## src/rtl/fetch_pkg.sv

```systemverilog
// rtl/fetch_pkg.sv - shared constants and next-PC select encoding for the fetch stage
package fetch_pkg;

    localparam int          IMEM_ADDR_W_DEF = 12;
    localparam logic [31:0] RESET_PC_DEF    = 32'd0;
    localparam logic [31:0] NOP_DEF         = 32'd0;

    // Next-state source for pc and the FD pair, listed in priority order
    typedef enum logic [2:0] {
        SEL_EX      = 3'd0,
        SEL_HOLD    = 3'd1,
        SEL_DEC     = 3'd2,
        SEL_REALIGN = 3'd3,
        SEL_SEQ     = 3'd4
    } sel_t;

endpackage

```

## src/rtl/fd_pair_latch.sv

```systemverilog
// rtl/fd_pair_latch.sv - F/D pipeline latch holding two instructions and their PCs
module fd_pair_latch
    import fetch_pkg::*;
#(
    parameter logic [31:0] RESET_PC = RESET_PC_DEF,
    parameter logic [31:0] NOP      = NOP_DEF
) (
    input  logic        clock,
    input  logic        reset,
    input  sel_t        sel,
    input  logic [31:0] q_top,
    input  logic [31:0] q_bot,
    input  logic [31:0] pc,
    input  logic [31:0] pc_plus1,
    output logic [31:0] instr_top,
    output logic [31:0] instr_bot,
    output logic [31:0] pc_top,
    output logic [31:0] pc_bot
);

    // Load each slot from the source picked by sel; flushed slots keep the squashed fetch PCs
    always_ff @(posedge clock or posedge reset) begin
        if (reset) begin
            instr_top <= NOP;
            instr_bot <= NOP;
            pc_top    <= RESET_PC;
            pc_bot    <= RESET_PC + 32'd1;
        end else begin
            case (sel)
                SEL_EX, SEL_DEC: begin
                    instr_top <= NOP;
                    instr_bot <= NOP;
                    pc_top    <= pc;
                    pc_bot    <= pc_plus1;
                end
                SEL_REALIGN: begin
                    instr_top <= instr_bot;
                    pc_top    <= pc_bot;
                    instr_bot <= q_top;
                    pc_bot    <= pc;
                end
                SEL_SEQ: begin
                    instr_top <= q_top;
                    instr_bot <= q_bot;
                    pc_top    <= pc;
                    pc_bot    <= pc_plus1;
                end
                default: begin
                    instr_top <= instr_top;
                    instr_bot <= instr_bot;
                    pc_top    <= pc_top;
                    pc_bot    <= pc_bot;
                end
            endcase
        end
    end

endmodule

```

## src/rtl/dual_fetch_unit.sv

```systemverilog
// rtl/dual_fetch_unit.sv - dual-issue fetch stage: fetch PC, next-PC priority select, FD latch
module dual_fetch_unit
    import fetch_pkg::*;
#(
    parameter int          IMEM_ADDR_W = IMEM_ADDR_W_DEF,
    parameter logic [31:0] RESET_PC    = RESET_PC_DEF,
    parameter logic [31:0] NOP         = NOP_DEF
) (
    input  logic                   clock,
    input  logic                   reset,
    output logic [IMEM_ADDR_W-1:0] address_imem_top,
    output logic [IMEM_ADDR_W-1:0] address_imem_bot,
    input  logic [31:0]            q_imem_top,
    input  logic [31:0]            q_imem_bot,
    input  logic                   stall_all,
    input  logic                   stall_bot,
    input  logic                   dec_redirect,
    input  logic                   dec_redirect_bot,
    input  logic [31:0]            dec_target,
    input  logic                   ex_redirect,
    input  logic [31:0]            ex_target,
    output logic [31:0]            fd_instr_top,
    output logic [31:0]            fd_instr_bot,
    output logic [31:0]            fd_pc_top,
    output logic [31:0]            fd_pc_bot
);

    logic [31:0] pc;
    logic [31:0] pc_plus1;
    logic [31:0] pc_plus2;
    logic [31:0] pc_next;
    sel_t        sel;

    assign pc_plus1         = pc + 32'd1;
    assign pc_plus2         = pc + 32'd2;
    assign address_imem_top = pc[IMEM_ADDR_W-1:0];
    assign address_imem_bot = pc_plus1[IMEM_ADDR_W-1:0];

    // Priority encoder: a top-slot redirect beats stall_bot, a bot-slot redirect waits for it
    always_comb begin
        sel = SEL_SEQ;
        if (ex_redirect)
            sel = SEL_EX;
        else if (stall_all)
            sel = SEL_HOLD;
        else if (dec_redirect && !dec_redirect_bot)
            sel = SEL_DEC;
        else if (stall_bot)
            sel = SEL_REALIGN;
        else if (dec_redirect)
            sel = SEL_DEC;
    end

    // Next-PC mux driven by the select
    always_comb begin
        pc_next = pc_plus2;
        case (sel)
            SEL_EX:      pc_next = ex_target;
            SEL_HOLD:    pc_next = pc;
            SEL_DEC:     pc_next = dec_target;
            SEL_REALIGN: pc_next = pc_plus1;
            default:     pc_next = pc_plus2;
        endcase
    end

    // Fetch PC register
    always_ff @(posedge clock or posedge reset) begin
        if (reset)
            pc <= RESET_PC;
        else
            pc <= pc_next;
    end

    fd_pair_latch #(
        .RESET_PC (RESET_PC),
        .NOP      (NOP)
    ) u_fd_pair_latch (
        .clock     (clock),
        .reset     (reset),
        .sel       (sel),
        .q_top     (q_imem_top),
        .q_bot     (q_imem_bot),
        .pc        (pc),
        .pc_plus1  (pc_plus1),
        .instr_top (fd_instr_top),
        .instr_bot (fd_instr_bot),
        .pc_top    (fd_pc_top),
        .pc_bot    (fd_pc_bot)
    );

endmodule
```

## config.mk

```make
export PLATFORM = sky130hd
export DESIGN_NAME = dual_fetch_unit
export DESIGN_NICKNAME = d
export VERILOG_FILES = /design/src/rtl/fetch_pkg.sv /design/src/rtl/fd_pair_latch.sv /design/src/rtl/dual_fetch_unit.sv
export SDC_FILE = /design/constraint.sdc
export NUM_CORES = 1
export LEC_CHECK = 0
export ABC_AREA = 1
export CORE_MARGIN = 1.5
export CORE_UTILIZATION = 35
export CTS_CLUSTER_SIZE = 40
export DETAILED_ROUTE_END_ITERATION = 8
export PLACE_DENSITY_LB_ADDON = 0.08
export SYNTH_ARGS = -nofsm -noshare
export SYNTH_HDL_FRONTEND = slang
export SYNTH_SLANG_ARGS = --single-unit
```

## constraint.sdc

```tcl
create_clock -name clock -period 6.3 [get_ports clock]
set_input_delay 1.26 -clock clock [delete_from_list [all_inputs] [get_ports clock]]
set_output_delay 1.26 -clock clock [all_outputs]
set_load 0.005 [all_outputs]
```

# Word-level counts from Yosys, hierarchy flattened
# Cells that the tools add are included.
# op_classes
addsub,2
eq_ne,4
muxes,10
n_reduce_logical,7
# ops
operator,n
32-bit case mux with 3 select lines,2
32-bit case mux with 2 select lines,2
32-bit case mux with 4 select lines,1
"32-bit by 1-bit adder with 32-bit output, second input constant",1
"32-bit by 2-bit adder with 32-bit output, second input constant",1
3-bit 2-to-1 mux,5
"3-bit by 2-bit == test with 1-bit output, second input constant",2
"3-bit by 1-bit == test with 1-bit output, second input constant",1
"3-bit == test, second input constant",1
3-bit logical NOT,1
3-bit nonzero test,1
3-bit OR reduction,1
2-bit nonzero test,1
2-bit OR reduction,1
1-bit logical AND,1
1-bit logical NOT,1
# totals
regBits,160
input_bits,135
word_cells,28

# Logic depth before layout (Yosys ltp)
# depth
depth_word,8
depth_mapped,13

# By module
# From an unflattened synthesis, not the netlist that was laid out.
# unflattened
cells_unflattened,1548
hier_area_um2,10636.5
# modules_own_cells
module,instances,cells_per_inst,area_each_um2
fd_pair_latch,1,892,6742.7
dual_fetch_unit,1,656,3893.7

# Worst setup path after synthesis
# No wires, ideal clock.
# synth_path
path_type,reg-to-output
start,register pc[1]
end,output port address_imem_bot[11]
arrival_ns,1.305
required_ns,5.040
setup_slack_ns,3.735
stages_incl_launch_ff,7
n_path_buf,0
cell_sequence,dfrtp_1 -> ha_1 -> nand2_1 -> nor2_4 -> nand2_4 -> nor2_4 -> xor2_1
# synth_via
elab_chain_cells,1
# synth_rtl
element,line,source
"start, declared",dual_fetch_unit.sv:28,logic [31:0] pc;
"start signal, assigned",dual_fetch_unit.sv:71,pc <= pc_next;
32-bit by 1-bit adder with 32-bit output,dual_fetch_unit.sv:34,assign pc_plus1 = pc + 32'd1;
"end, declared",dual_fetch_unit.sv:12,"output logic [IMEM_ADDR_W-1:0] address_imem_bot,"
# No other way between the ends.

# Worst setup path in the final report
# layout_path
start,register pc[0]
end,output port address_imem_bot[10]
# Same word-level chain as after synthesis.

==> impl_results.md <==
* Routed WL at between 30 and 40 mm
* Worst-Margin Slew at ~1.1 ns
* Max-slew headroom at 0.272
* Post-synth design cell area at a little over 0.009 mm²
* Layout cells sized above 1 at 0.0544
* Die width at roughly 170 µm
* Hold Crit Class: flip-flop to flip-flop
* Root Buffer: clkbuf_16
* Hold path endpoint: u_fd_pair_latch.pc_top[12]
* Initial Utilization at 0.356
* Worst Path Required at about 5.0 ns
* Setup slack after layout at 2.02 ns
* Core Area at between 0.02 and 0.03 mm²
* Worst Hold Launch: u_fd_pair_latch.pc_top[12]
* Asr flop ratio synth at 1.00
* Dpl cell area at 0.0122 mm²
* Pin count of the biggest net entering global routing at 87
* Top cells by area, synth: dfrtp_1, nand2_1, o211ai_1, nand3_1, inv_1
* Cells after Synth at between 1000 and 1500
* Clk slew on worst S/H paths at 0.07 ns
* DRT iter0 DRCs at between 700 and 800
* Worst Path Arrival at 3.02 ns
* Worst Setup Path Type: flip-flop to primary output
* Setup TNS at 0 ns
* Power, Total at 0.00322 W
* Top_reg_cell synth: dfrtp_1
* Total grt overflow at 0
* Count of max-cap constraint violations at 0
* Die area at 0.0274 mm²
* Row count at 59
* Clock sink total at 160
* Final setup violation count at 0
* Crit Reg-Reg Startpoint: pc[0]
* Worst r2r dst: u_fd_pair_latch.pc_bot[18]
* CTS tree: built
* DRC viols at 0
* Critical path capture point type: primary output
* H-tree levels at 4
* Setup bufs post-CTS at 0
* Placed cells at 1830
* Router iterations before antenna repair at 5
* Clock Skews at about 0.013 ns
* Pwr dens at between 200 and 300 mW/mm²
* Type of origin of the critical path: flip-flop
* Count leader, synth: nand2_1
* Layout net count at 1651
* Tcrit/Tclk final at 0.679
* Clock latency on the worst-skew pair at roughly 0.44 ns
* Run status: finished clean
* Number of cells upsized or downsized after cts at 0
* Die H at between 150 and 200 µm
* Yosys cell types at 30
* Commonest cells post-synth: nand2_1, dfrtp_1, nand3_1, inv_1, o211ai_1
* Final Non-Filler Cells at 1862
* Vias in the first global route at roughly 9200
* Input/output buffers at 286
* Via count at between 9000 and 10000
* Hold Buf Count CTS at 0
* Maximum VDD drop at ~0.17 mV
* DR WL/cell at roughly 18 µm
* Global Route Usage Sum at 0.239
* Initial antenna violation count at 0
* Final Hold Vio Count at 0
* Final Max Slew Viols at 0
* Syn avg cell area at 7.24 µm²
* Worst reg2reg path depth at 8
* Worst R2R Setup Slack at roughly 3.9 ns
* Critical path fanouts, max at 11
* Dpl hpwl at ~23 mm
* Yosys top cell area share at 0.430
* Syn Nets at between 1000 and 1500
* Hold path depth at 2
* First-pass GRT wire length at 52.3 mm
* Inserted Diodes at 0
* Pleak at between 5 and 6 nW
* Clock Path Buffers at 2
* Seq/Total Area, Yosys at 0.433
* Pre-CTS setup slack at 1.82 ns
* Max Fclk at between 0.2 and 0.25 GHz
* Warnings, synthesis at 0
* # IOs at between 200 and 300
* RSZ-0062 raised after global routing: false
* Area delta synth->final at 38.7%
* Flops & latches, synth at 160
* Yosys top cell by area: dfrtp_1
* Antenna viol nets, final at 0
* Post-synth EDFFs at 0
* # fillers at around 2600
* Fin crit period at between 4 and 5 ns
* Num CTS Buffers at 17
* DR vias/cell at a little over 5
* Post-route cell area at 0.0128 mm²
* GP Congestion at about 0.87
registers in the layout, summed over array words and instances (netlist names):
name / count
u_fd_pair_latch.instr_top: 32
pc: 32
u_fd_pair_latch.pc_top: 32
u_fd_pair_latch.instr_bot: 32
u_fd_pair_latch.pc_bot: 32
per-layer routing:
metal | share of wire | GRT usage
met1 | 0.46 | 0.329
met2 | 0.46 | 0.379
met3 | 0.057 | 0.0507
met4 | 0.023 | 0.0713
met5 | 0 | 0
cell type report:
cell class	count	area, µm²	area share
multi-input cells	934	4440	0.346
well taps	335	419	0.0327
repair buffers	301	2970	0.231
flip-flops and latches	160	4010	0.312
clock inverters	15	194	0.0151
inverters	100	380	0.0296
clock buffers	17	425	0.0331
worst max-delay path by stage:
stage | from | end | slack (ns) | cells past startpoint
after floorplan | reset | pc[0] | 0.72 | 1
after global placement | ex_redirect | pc[16] | 1.91 | 9
after detailed placement | stall_bot | pc[9] | 1.82 | 9
after CTS | pc[0] | address_imem_bot[10] | 2.05 | 6
after global routing | pc[0] | address_imem_bot[10] | 1.95 | 6
final | pc[0] | address_imem_bot[10] | 2.02 | 6
layout by cell type, fill, tap and decap left out, types with 2 or more instances in the layout:
cell / netlist / routed
clkbuf_16: 0 / 17
o221ai_1: 11 / 11
bufinv_16: 0 / 3
nand2_1: 508 / 508
o21ai_1: 8 / 8
nor2_1: 81 / 79
xor2_1: 22 / 22
inv_1: 96 / 95
nand2_4: 2 / 2
o21ai_0: 32 / 32
nand4_1: 2 / 2
nand3_1: 101 / 101
nand2_2: 3 / 3
o211ai_1: 96 / 96
dfrtp_1: 159 / 159
inv_8: 0 / 3
inv_2: 4 / 4
nor2_4: 10 / 10
inv_6: 0 / 7
clkdlybuf4s50_1: 0 / 285
nor2_2: 10 / 12
a21oi_1: 40 / 40
clkinv_2: 0 / 2
buf_4: 21 / 15
ha_1: 2 / 2
logic make-up after synthesis:
group / count (synthesis) / synth area share
xor+xnor: 22 / 0.0208
fa+ha+maj: 2 / 0.00270
flops: 160 / 0.433
simple gates: 718 / 0.319
buf+inv: 185 / 0.0881
compound gates: 192 / 0.137
metrics by stage:
stage,utilization,hold WS [ns]
CTS,0.494,0.496
floorplan,-,0.469
finish,0.494,0.489
detailed placement,0.470,0.475
global route,0.494,0.519
global placement,0.470,0.469
report_power, final:
part,total [W],switching (W),internal [W]
Combinational,0.000797,0.000390,0.000407
Sequential,0.00129,0.000137,0.00115
Clock,0.00113,0.000492,0.000639
critical path, stage by stage, from the launching register on:
cell,delay [ns]
dfrtp_1,0.65
ha_1,0.29
nand3_1,0.16
nor2_2,0.34
nand2_1,0.26
xor2_1,0.32
clkdlybuf4s50_1,0.57
No activity file was read; power rests on OpenSTA's default activity.
